## src/rtl/parity_pkg.sv

```systemverilog
// rtl/parity_pkg.sv - shared state encoding and default width for the parity serializer
package parity_pkg;

  typedef enum logic [1:0] {
    IDLE   = 2'd0,
    SHIFT  = 2'd1,
    PARITY = 2'd2
  } state_t;

  localparam int DATA_W_DEFAULT = 8;

endpackage

```

## src/rtl/even_parity_serializer.sv

```systemverilog
// rtl/even_parity_serializer.sv - LSB-first word serializer appending an even-parity bit
module even_parity_serializer
  import parity_pkg::*;
#(
  parameter int DATA_W = DATA_W_DEFAULT
) (
  input  logic              clk,
  input  logic              rst,
  input  logic              load_valid,
  output logic              load_ready,
  input  logic [DATA_W-1:0] load_data,
  input  logic              tx_en,
  output logic              dout,
  output logic              dout_valid,
  output logic              frame_last,
  output logic              busy
);

  localparam int            CW       = $clog2(DATA_W + 1);
  localparam logic [CW-1:0] LAST_CNT = CW'(DATA_W);

  state_t            state, state_d;
  logic [DATA_W-1:0] sr, sr_d;
  logic [CW-1:0]     cnt, cnt_d;
  logic              par, par_d;
  logic              dout_d, dv_d, fl_d, busy_d;
  logic              accept;

  assign load_ready = !rst && (state == IDLE || (state == PARITY && tx_en));
  assign accept     = load_valid && load_ready;

  always_ff @(posedge clk) begin
    if (rst) begin
      state      <= IDLE;
      sr         <= '0;
      cnt        <= '0;
      par        <= 1'b0;
      dout       <= 1'b0;
      dout_valid <= 1'b0;
      frame_last <= 1'b0;
      busy       <= 1'b0;
    end else begin
      state      <= state_d;
      sr         <= sr_d;
      cnt        <= cnt_d;
      par        <= par_d;
      dout       <= dout_d;
      dout_valid <= dv_d;
      frame_last <= fl_d;
      busy       <= busy_d;
    end
  end

  // cnt counts data bits already placed on dout; the accepting edge presents bit 0 itself
  always_comb begin
    state_d = state;
    sr_d    = sr;
    cnt_d   = cnt;
    par_d   = par;
    dout_d  = dout;
    dv_d    = 1'b0;
    fl_d    = 1'b0;
    busy_d  = busy;

    case (state)
      IDLE: ;
      SHIFT: begin
        if (tx_en) begin
          dv_d = 1'b1;
          if (cnt == LAST_CNT) begin
            dout_d  = par;
            fl_d    = 1'b1;
            state_d = PARITY;
          end else begin
            dout_d = sr[0];
            par_d  = par ^ sr[0];
            sr_d   = sr >> 1;
            cnt_d  = cnt + CW'(1);
          end
        end
      end
      PARITY: begin
        if (tx_en) begin
          state_d = IDLE;
          busy_d  = 1'b0;
        end
      end
      default: state_d = IDLE;
    endcase

    // A load in the parity cycle overrides the return to IDLE for gapless streaming
    if (accept) begin
      state_d = SHIFT;
      sr_d    = load_data >> 1;
      cnt_d   = CW'(1);
      par_d   = load_data[0];
      dout_d  = load_data[0];
      dv_d    = 1'b1;
      fl_d    = 1'b0;
      busy_d  = 1'b1;
    end
  end

endmodule

```

## config.mk

```make
export PLATFORM = sky130hd
export DESIGN_NAME = even_parity_serializer
export DESIGN_NICKNAME = d
export VERILOG_FILES = /design/src/rtl/parity_pkg.sv /design/src/rtl/even_parity_serializer.sv
export SDC_FILE = /design/constraint.sdc
export NUM_CORES = 1
export LEC_CHECK = 0
export CAP_MARGIN = 5
export CORE_MARGIN = 4
export CORE_UTILIZATION = 40
export CTS_BUF_LIST = sky130_fd_sc_hd__clkbuf_4 sky130_fd_sc_hd__clkbuf_8 sky130_fd_sc_hd__clkbuf_16
export DETAILED_ROUTE_END_ITERATION = 8
export GPL_ROUTABILITY_DRIVEN = 0
export SYNTH_ARGS = -nofsm -noshare
export SYNTH_HDL_FRONTEND = slang
export SYNTH_SLANG_ARGS = --single-unit
```

## constraint.sdc

```tcl
create_clock -name clk -period 2.05 [get_ports clk]
set_input_delay 0.41 -clock clk [delete_from_list [all_inputs] [get_ports clk]]
set_output_delay 0.41 -clock clk [all_outputs]
set_load 0.005 [all_outputs]
```

# Yosys cells after proc, flatten, opt, wreduce, memory -nomap -nowiden
# Cells that the tools add are included.
dict set report word_totals {
  ff_bits 18
  latch_bits 0
  mem_bits_rw 0
  romBits 0
  input_bits 12
  out_inout_bits 5
  elab_cells 72
  mem_count 0
}
dict set report op_classes {
  n_addsub 1
  n_mul 0
  n_div 0
  magnitude_cmp 0
  n_eq_ne 11
  n_shift 0
  muxes 28
  n_bitwise 5
  n_reduce_logical 17
}
# op n
set op_table {}
lappend op_table {{two-way mux 7 bit} 4}
lappend op_table {{two-way mux 1 bit} 20}
lappend op_table {{!= test 2 bit (second input constant)} 5}
lappend op_table {{!= test 3 bit (second input constant)} 3}
lappend op_table {{AND reduction 4 bit} 2}
lappend op_table {{two-way mux 2 bit} 3}
lappend op_table {{one-hot mux 2 bit (3 select lines)} 1}
lappend op_table {{AND reduction 3 bit} 2}
lappend op_table {{nonzero test 2 bit} 3}
lappend op_table {{adder 4 x 1 -> 4 bit (second input constant)} 1}
lappend op_table {{equality test 4 bit (second input constant)} 1}
lappend op_table {{inverter 1 bit} 4}
lappend op_table {{AND reduction 2 bit} 2}
lappend op_table {{OR reduction 4 bit} 1}
lappend op_table {{logical AND 1 bit} 3}
lappend op_table {{equality test 2 x 1 -> 1 bit (second input constant)} 1}
lappend op_table {{equality test 2 bit (second input constant)} 1}
lappend op_table {{logical NOT 2 bit} 1}
lappend op_table {{OR reduction 2 bit} 1}
lappend op_table {{logical NOT 1 bit} 1}
lappend op_table {{logical OR 1 bit} 1}
lappend op_table {{XOR 1 bit} 1}

# Logic depth before layout (Yosys ltp)
# Gate-level depths: netlist of run 1.
dict set report logic_depth {
  ltp_word 7
  ltp_mapped 6
  depth_no_buf 6
}

# Least setup slack after synthesis of run 1
# Ideal clock, no wire load.
dict set report synth_path {
  path_type {input-to-reg}
  start {input port rst}
  end {register par}
  setup_ns 0.079
  arrival_ns 1.367
  required_time_ns 1.971
  slack_ns 0.604
  stages 5
  path_buffers 3
  cell_sequence {buf_2 or3_1 buf_6 buf_12 a211oi_2}
}
dict set report synth_via {
  elab_chain_cells 5
  word_cells_on_any_way 8
  classes_between {eq/ne (1); mux (1); reduce/logical (6)}
}
# item line
set synth_rtl {}
lappend synth_rtl {{start, declared} even_parity_serializer.sv:8} ;# input logic rst,
lappend synth_rtl {{logical NOT 1 bit} even_parity_serializer.sv:29} ;# assign load_ready = !rst && (state == IDLE || (state == PARITY && tx_en));
lappend synth_rtl {{logical AND 1 bit} even_parity_serializer.sv:29}
lappend synth_rtl {{logical AND 1 bit} even_parity_serializer.sv:30} ;# assign accept = load_valid && load_ready;
lappend synth_rtl {{!= test 2 bit (no line) / nonzero test 2 bit (equally long branches)} n/a}
lappend synth_rtl {{AND reduction 3 bit (no line)} n/a}
lappend synth_rtl {{end signal, assigned} even_parity_serializer.sv:46} ;# par <= par_d;
lappend synth_rtl {{end, declared} even_parity_serializer.sv:25} ;# logic par, par_d;
# Several ways; a longest one is shown, not always the timed one.
# A chain may end at the register's enable or synchronous reset.

# Final worst setup path of run 1
dict set report layout_path {
  start {input port tx_en}
  end {output port load_ready}
}
dict set report layout_via {
  elab_chain_cells 3
}
# item line
set layout_rtl {}
lappend layout_rtl {{start, declared} even_parity_serializer.sv:12} ;# input logic tx_en,
lappend layout_rtl {{logical AND 1 bit} even_parity_serializer.sv:29}
lappend layout_rtl {{logical OR 1 bit} even_parity_serializer.sv:29}
lappend layout_rtl {{logical AND 1 bit} even_parity_serializer.sv:29}
lappend layout_rtl {{end, declared} even_parity_serializer.sv:10} ;# output logic load_ready,
# Every way passes these cells.

==> results of run 1 <==
## cells by family after synthesis
logic type	after synthesis	share of synthesized area
compound gates	18	0.1709
xor+xnor	3	0.02942
fa+ha+maj	2	0.02801
buf+inv	8	0.07002
flops	18	0.4034
mux	8	0.09104
simple gates	33	0.2073
## registers in the layout, indices dropped and copies added, names as in the netlist
name        cells
busy            1
frame_last      1
cnt             4
par             1
dout            1
state           2
sr              7
dout_valid      1
## per-layer routing
metal / global-route usage / share of wire
met5: 0 / 0
met4: 0.04167 / 0.0074
met3: 0.03030 / 0.046
met2: 0.1807 / 0.47
met1: 0.1499 / 0.48
## synth_stat cells (2+ instances only)
master    number
a211oi_2       7
a21oi_1        7
buf_6          2
dfxtp_1       18
ha_1           2
inv_1          3
mux2i_1        7
nand2_1        5
nand3_1        3
nand3b_1       3
nor2_1        10
nor3_1         2
or2b_1         2
or3_1          2
xor2_1         2
## final cells by class
class / count / area (µm²) / area share
clock buffers: 3 / 22.52 / 0.02041
inverters: 3 / 11.26 / 0.01020
multi-input cells: 64 / 475.5 / 0.4308
flip-flops and latches: 18 / 360.3 / 0.3265
well taps: 27 / 33.78 / 0.03061
repair buffers: 21 / 200.2 / 0.1814
## through the flow
stage | power (W) | util
after floorplan | 0.0004613 | -
after global placement | 0.0005023 | 0.5257
after detailed placement | 0.0005048 | 0.5257
after CTS | 0.0006739 | 0.5392
after global routing | 0.0007021 | 0.5404
final | 0.0006598 | 0.5404
## power breakdown
part,switching [W],internal [W]
Sequential,0.0000124,0.000369
Clock,0.0000960,0.0000680
Combinational,0.0000498,0.0000649
Total,0.000158,0.000502
## worst paths after layout
| check | cells after the start | end | slack, ns |
|---|---|---|---|
| min | 2 | sr[6]$_SDFFE_PP0P_ | 0.48 |
| max reg2reg | 6 | sr[2]$_SDFFE_PP0P_ | 0.50 |
| max | 4 | load_ready | 0.07 |
| min reg2reg | 2 | sr[6]$_SDFFE_PP0P_ | 0.48 |
## worst max-delay path, stage by stage
cell	delay [ns]
clkdlybuf4s50_1	0.49
nor2b_2	0.05
nor3_2	0.10
clkdlybuf4s50_1	0.52
## cell usage in the layout, fill, tap and decap left out
master / count
clkbuf_4: 3
a221oi_1: 1
nor3_2: 1
and3b_2: 1
nand3_1: 3
inv_1: 3
nand2b_4: 1
dfxtp_1: 18
nand2_1: 5
a22oi_1: 1
o22ai_1: 1
a211oi_2: 7
or2b_1: 2
xor2_1: 2
and3b_1: 1
mux2i_1: 7
nand3b_1: 3
buf_4: 5
a21oi_1: 7
clkdlybuf4s50_1: 15
or3_1: 2
mux2_2: 1
o21bai_1: 1
dlymetal6s2s_1: 1
nand4_1: 1
ha_1: 2
xnor2_1: 1
nand2_2: 1
nor2_1: 10
nor2b_2: 1
nor3_1: 1
==> results.yml, run 1 <==
outcome:
  outcome: "finished clean"
synthesis:
  synth_seq_area_share: 0.4034
  synth_edf_count: 0
  synthTopCellsByArea: "dfxtp_1 (40%), a211oi_2 (9.8%), mux2i_1 (7.8%)"
  postSynthAreaPerCell_um2: 9.926
  yosys.area.top_type_share: 0.4034
  async_reset_ff_frac: 0
  yosys_warnings: 0
  syn_inst: 90
  synth_fp_nets: 104
  yosysTopAreaCell: "dfxtp_1"
  synthesis.area_um2: 893.4
  synth-seq-cells: 18
  synthFlopType: "dfxtp_1"
  synth_cell_types: 30
sta:
  max_freq_mhz: 504.3
  slew_headroom: 0.7755
  rsz0062_at_grt: "false"
  fin_crit_sh: 0.9672
  timing.final.ws_setup_ns: 0.06723
  worst_clock_skew_ns: 0.006964
  finalHoldViolCount: 0
  tns_ns: 0
  drv_slew: 0
  worst_pin_slew_ns: 0.3361
  period_needed_ns: 1.983
  setup_violations: 0
  whs_ns: 0.4779
clock_tree:
  cts_hold_buf: 0
  clk_latency_ns: 0.28
  clk_pin_slew_ns: 0.09
  cts_resized: 1
  clockRootBuffer: "clkbuf_4"
  post-cts-setup-buffers: 0
  cts_made_buffers: 3
  htreeDepth: 1
  cts.path.max_buffers: 2
  tritoncts: "done"
  clock-sinks: 18
place:
  placed_area_mm2: 0.001074
  placement.io_buffers: 16
  placed_cells_incl_taps: 133
  hpwlAfterDp_mm: 1.239
  place_ws_ns: 0.01499
worst_setup_path:
  startpoint: "tx_en"
  endpoint_kind: "primary output"
  rr_startpoint: "state[1]$_SDFFE_PP0P_"
  worstPathRequired_ns: 1.64
  arrival_ns: 1.57
  start_kind: "input pin"
  worstPathMaxFanout: 2
  worstSetupPathType: "input pin to primary output"
die:
  rows: 16
  ios: 17
  die_area_mm2: 0.003054
  fp.coreArea_mm2: 0.002042
  fp.dieH_um: 55.26
  die_w_um: 55.26
  initial_core_util: 0.4375
cells_and_area:
  fin_cells: 136
  fill_cells: 195
  final_nets: 125
  final_area_mm2: 0.001104
  area_delta_synth_final_pct: 23.53
  diodes: 0
  drive_above_1_share: 0.1927
global_route:
  grt_first_pass_wirelength_mm: 2.911
  grt-ovfl-total: 0
  antenna_found_initial: 0
  grt_max_degree: 19
  grt_use_total: 0.1149
  grt_pass1_vias: 659
routing:
  ant_nets: 0
  vias: 679
  viasPerCell: 4.993
  routed_wl_mm: 1.623
  drtPass1Iterations: 4
  first_iter_violations: 8
  drc: 0
  wire_per_inst_um: 11.93
worst_hold_path:
  hp-class: "flip-flop to flip-flop"
  min_from: "sr[6]$_SDFFE_PP0P_"
power_and_ir_drop:
  power_density_mw_per_mm2: 597.9
  ir_worst_vdd_mv: 0.4368
  p_leak_nw: 0.4489
job:
  maxCapViolCount: 0
Note: power is estimated with default switching activity, not from simulation.
==> inputs of run 2 (changes only) <==
CAP_MARGIN = not set   (was 5)
CORE_UTILIZATION = 53   (was 40)
PLACE_DENSITY = 0.81   (was not set)
==> results.yml, run 2 (synthesis gave the netlist of run 1 again) <==
outcome:
  outcome: "finished clean"
cells_and_area:
  largest_registers: "sr: 7 flops, cnt: 4 flops, state: 2 flops"
  fill_cells: 121
  fin_cells: 125
  seq_area_um2: 360.3
  area_delta_synth_final_pct: 22.13
  final_common_cell: "dfxtp_1"
  final_nets: 124
  final_area_mm2: 0.001091
  largest_register: "sr"
  drive_above_1_share: 0.1835
  largest_register_ffs: 7
  layout_common_cells: "dfxtp_1 (18), clkdlybuf4s50_1 (15), nor2_1 (10)"
  diodes: 0
  post-route-util: 0.7078
  multi_input_area_um2: 470.5
worst_setup_path:
  rr_startpoint: "cnt[0]$_SDFFE_PP0P_"
  r2r_slack_ns: 0.53
  start_kind: "input pin"
  r2r_end: "dout$_SDFFE_PP0P_"
  arrival_ns: 1.91
  worstPathRequired_ns: 2.26
  startpoint: "tx_en"
  endpoint_kind: "flip-flop"
  r2r_cells: 6
  worstSetupPathType: "input pin to flip-flop"
  worstPathMaxFanout: 9
power_and_ir_drop:
  power_density_mw_per_mm2: 648.6
  p_leak_nw: 0.4519
  ir_worst_vdd_mv: 0.4819
clock_tree:
  tritoncts: "done"
  clockRootBuffer: "clkbuf_4"
  cts.path.max_buffers: 2
  cts_made_buffers: 3
  clk_latency_ns: 0.28
  clock-sinks: 18
  htreeDepth: 1
  clk_pin_slew_ns: 0.10
place:
  placed_area_mm2: 0.001052
  placed_cells_incl_taps: 121
  placement.io_buffers: 16
  hpwlAfterDp_mm: 1.249
global_route:
  grt_first_pass_wirelength_mm: 2.967
  grt_pass1_vias: 713
  grt-ovfl-total: 0
  grt_use_total: 0.1533
  antenna_found_initial: 0
  grt_max_degree: 20
sta:
  tns_ns: 0
  period_needed_ns: 1.694
  drv_slew: 0
  max_freq_mhz: 590.3
  fin_crit_sh: 0.8264
  slew_headroom: 0.7664
  setup_violations: 0
  worst_clock_skew_ns: 0.004106
  worst_pin_slew_ns: 0.3496
  rsz0062_at_grt: "false"
  finalHoldViolCount: 0
worst_hold_path:
  holdPathStages: 2
  hold_path_end: "dout$_SDFFE_PP0P_"
  hp-class: "flip-flop to flip-flop"
  min_from: "dout$_SDFFE_PP0P_"
die:
  ios: 17
  fp.dieH_um: 49.06
  die_area_mm2: 0.002406
  rows: 14
  initial_core_util: 0.5795
  die_w_um: 49.06
  fp.coreArea_mm2: 0.001541
routing:
  drtPass1Iterations: 4
  vias: 711
  viasPerCell: 5.688
  routed_wl_mm: 1.680
  drc: 0
  first_iter_violations: 17
  wire_per_inst_um: 13.44
  ant_nets: 0
job:
  maxCapViolCount: 0
## run 2: power by group
part | total [W] | internal [W] | switching, W | leakage (nW)
logic | 0.000113 | 0.0000632 | 0.0000496 | 0.284
clock network | 0.000214 | 0.000108 | 0.000106 | 0.0210
registers | 0.000381 | 0.000369 | 0.0000125 | 0.147
total | 0.000708 | 0.000540 | 0.000168 | 0.452
## run 2: how the worst max path moves through the flow
stage,endpoint,cells after the start
global route,sr[5]$_SDFFE_PP0P_,6
finish,sr[5]$_SDFFE_PP0P_,6
detailed placement,load_ready,4
global placement,load_ready,4
floorplan,par$_SDFFE_PP0P_,5
CTS,load_ready,4
## run 2: routing by layer
metal / vias to the layer above / global-route usage / wire length (µm)
li1: 354 / - / -
met1: 337 / 0.1648 / 739
met2: 18 / 0.2935 / 854
met3: 2 / 0.03364 / 70
met4: 0 / 0.04036 / 16
met5: - / 0 / 0
## run 2: repair_timing
action / 4_1_cts / 5_1_grt
setup endpoints to repair: 0 / 1
hold buffers: 0 / 0
setup buffers: 0 / 0
resized for setup: 0 / 1
## run 2: critical path, cell delays in order
cell and delay (ns):
clkdlybuf4s50_1 0.50, buf_4 0.14, and3b_2 0.25, nand2_2 0.19, mux2i_1 0.18, a211oi_2 0.22
## run 2: cell type report
type                            count  share of cell area
Sequential cell                    18              0.3303
Tap cell                           16             0.01835
Timing Repair Buffer               20              0.1766
Multi-Input combinational cell     64              0.4312
Clock buffer                        4             0.03326
Inverter                            3             0.01032
## run 2: metrics by stage
step | hold WS, ns | power [W] | setup WS (ns)
3_5_place_dp | 0.4602 | 0.0005027 | 0.02237
3_3_place_gp | 0.4574 | 0.0004988 | 0.04569
4_1_cts | 0.4748 | 0.0007143 | 0.002136
5_1_grt | 0.5026 | 0.0007456 | 0.2655
2_1_floorplan | 0.4472 | 0.0004613 | 0.6037
6_report | 0.4698 | 0.0007076 | 0.3560
==> inputs of run 3 (changes only) <==
CORE_UTILIZATION = 45   (was 53)
PLACE_DENSITY = 0.73   (was 0.81)
clock period = 1.5 ns   (was 2.05 ns; I/O delays follow)
==> results.yml, run 3 (synthesis gave the netlist of run 1 again) <==
cells_and_area:
  multi_input_area_um2: 478.0
  fill_cells: 155
  layout_common_cells: "dfxtp_1 (16), buf_4 (16), clkdlybuf4s50_1 (15)"
  largest_register_ffs: 7
  largest_register: "sr"
  final_nets: 137
  largest_registers: "sr: 7 flops, cnt: 4 flops, state: 2 flops"
  area_delta_synth_final_pct: 34.45
  seq_area_um2: 362.8
  final_area_mm2: 0.001201
  drive_above_1_share: 0.2975
  diodes: 0
clock_tree:
  tritoncts: "done"
  cts_made_buffers: 3
  cts.path.max_buffers: 2
  clockRootBuffer: "clkbuf_4"
  clock-sinks: 18
  htreeDepth: 1
  clk_pin_slew_ns: 0.10
  clk_latency_ns: 0.28
power_and_ir_drop:
  clockPowerShare: 0.247
  ir_worst_vdd_mv: 0.4562
  totalPowerFinal_w: 0.0009432
  intPower_w: 0.0007106
  p_sw_w: 0.0002326
  netSwitchingFraction: 0.2466
  power_density_mw_per_mm2: 785.3
  seqPwrFrac: 0.550
  p_leak_nw: 0.5049
  pwr-share-comb: 0.202
place:
  placed_area_mm2: 0.001151
  hpwlAfterDp_mm: 1.337
  place_ws_ns: -0.3261
  placement.io_buffers: 16
worst_hold_path:
  hp-class: "flip-flop to flip-flop"
die:
  ios: 17
  rows: 15
  fp.dieH_um: 52.56
  initial_core_util: 0.4958
  die_w_um: 52.56
  fp.coreArea_mm2: 0.001802
  die_area_mm2: 0.002762
worst_setup_path:
  critPathMaxStageDelay_ns: 0.49
  crit_chain: "clkdlybuf4s50_1 -> buf_4 -> and3b_2 -> nand2_1 -> or3_1 -> a21oi_1"
  worstPathMaxFanout: 5
  worstPathRequired_ns: 1.72
  endpoint_kind: "flip-flop"
  arrival_ns: 1.67
  crit_slowest_cell: "clkdlybuf4s50_1"
  critPathBufInv: 2
  worstSetupPathType: "input pin to flip-flop"
  start_kind: "input pin"
  crit_family: "simple AND/OR/NAND/NOR gates"
routing:
  first_iter_violations: 7
  viasPerCell: 4.877
  routed_wl_mm: 1.797
  wire_per_inst_um: 12.31
  drtPass1Iterations: 4
  drc: 0
  ant_nets: 0
  vias: 712
sta:
  setup_violations: 0
  slew_headroom: 0.8137
  drv_slew: 0
  whs_ns: 0.4791
  fin_crit_sh: 0.9650
  max_freq_mhz: 690.8
  finalHoldViolCount: 0
  period_needed_ns: 1.448
  rsz0062_at_grt: "true"
  timing.final.ws_setup_ns: 0.05249
  worst_pin_slew_ns: 0.2773
  worst_clock_skew_ns: 0.006216
job:
  maxCapViolCount: 0
global_route:
  grt_first_pass_wirelength_mm: 3.091
  grt_max_degree: 20
  grt-ovfl-total: 0
  grt_pass1_vias: 677
  grt_use_total: 0.1495
  antenna_found_initial: 0
outcome:
  outcome: "finished clean"
==> run 3: what timing repair did <==
item	CTS	global route
hold buffers	0	0
setup endpoints to repair	2	8
gates cloned	0	0
pin swaps	0	1
endpoints found under the hold margin	0	0
resized for setup	5	3
setup buffers	0	3
==> run 3: final timing paths <==
| check | from | endpoint | slack [ns] | cells past startpoint |
|---|---|---|---|---|
| worst max-delay path | tx_en | cnt[2]$_SDFFE_PP0P_ | 0.05 | 6 |
| worst min-delay path | dout$_SDFFE_PP0P_ | dout$_SDFFE_PP0P_ | 0.48 | 2 |
| worst max register to register | cnt[1]$_SDFFE_PP0P_ | dout$_SDFFE_PP0P_ | 0.06 | 6 |
| worst min register to register | dout$_SDFFE_PP0P_ | dout$_SDFFE_PP0P_ | 0.48 | 2 |
==> run 3: cell type report <==
| cell class | instances | share of cell area |
|---|---|---|
| clock buffer | 3 | 0.01875 |
| inverter | 3 | 0.009375 |
| multi-input combinational | 64 | 0.3979 |
| sequential | 18 | 0.3021 |
| tap | 25 | 0.02604 |
| timing repair buffer | 33 | 0.2458 |
==> run 3: power groups by stage <==
| stage | clock network, W | logic, W | registers (W) |
|---|---|---|---|
| after floorplan | 0 | 0.000102 | 0.000528 |
| after detailed placement | 0 | 0.000185 | 0.000530 |
| final | 0.000233 | 0.000191 | 0.000519 |
| after CTS | 0.000246 | 0.000184 | 0.000519 |
| after global routing | 0.000269 | 0.000210 | 0.000523 |
| after global placement | 0 | 0.000182 | 0.000529 |
==> run 3: through the flow <==
stage	util	cells	TNS, ns
5_1_grt	0.6667	146	-0.09222
2_1_floorplan	-	90	0
3_5_place_dp	0.6389	140	-3.877
3_3_place_gp	0.6389	140	-3.405
6_report	0.6667	146	0
4_1_cts	0.6493	143	0
==> run 3: worst min-delay path, stage by stage, from the launching register on <==
cell     delay, ns
dfxtp_1       0.32
nand3_1       0.06
a21oi_1       0.06
==> run 3: layer usage <==
layer	vias to the layer above	share of wire	GRT usage
li1	379	-	-
met2	12	0.48	0.2314
met4	0	0.0078	0.05106
met5	-	0	0
met1	319	0.46	0.2021
met3	2	0.047	0.03419
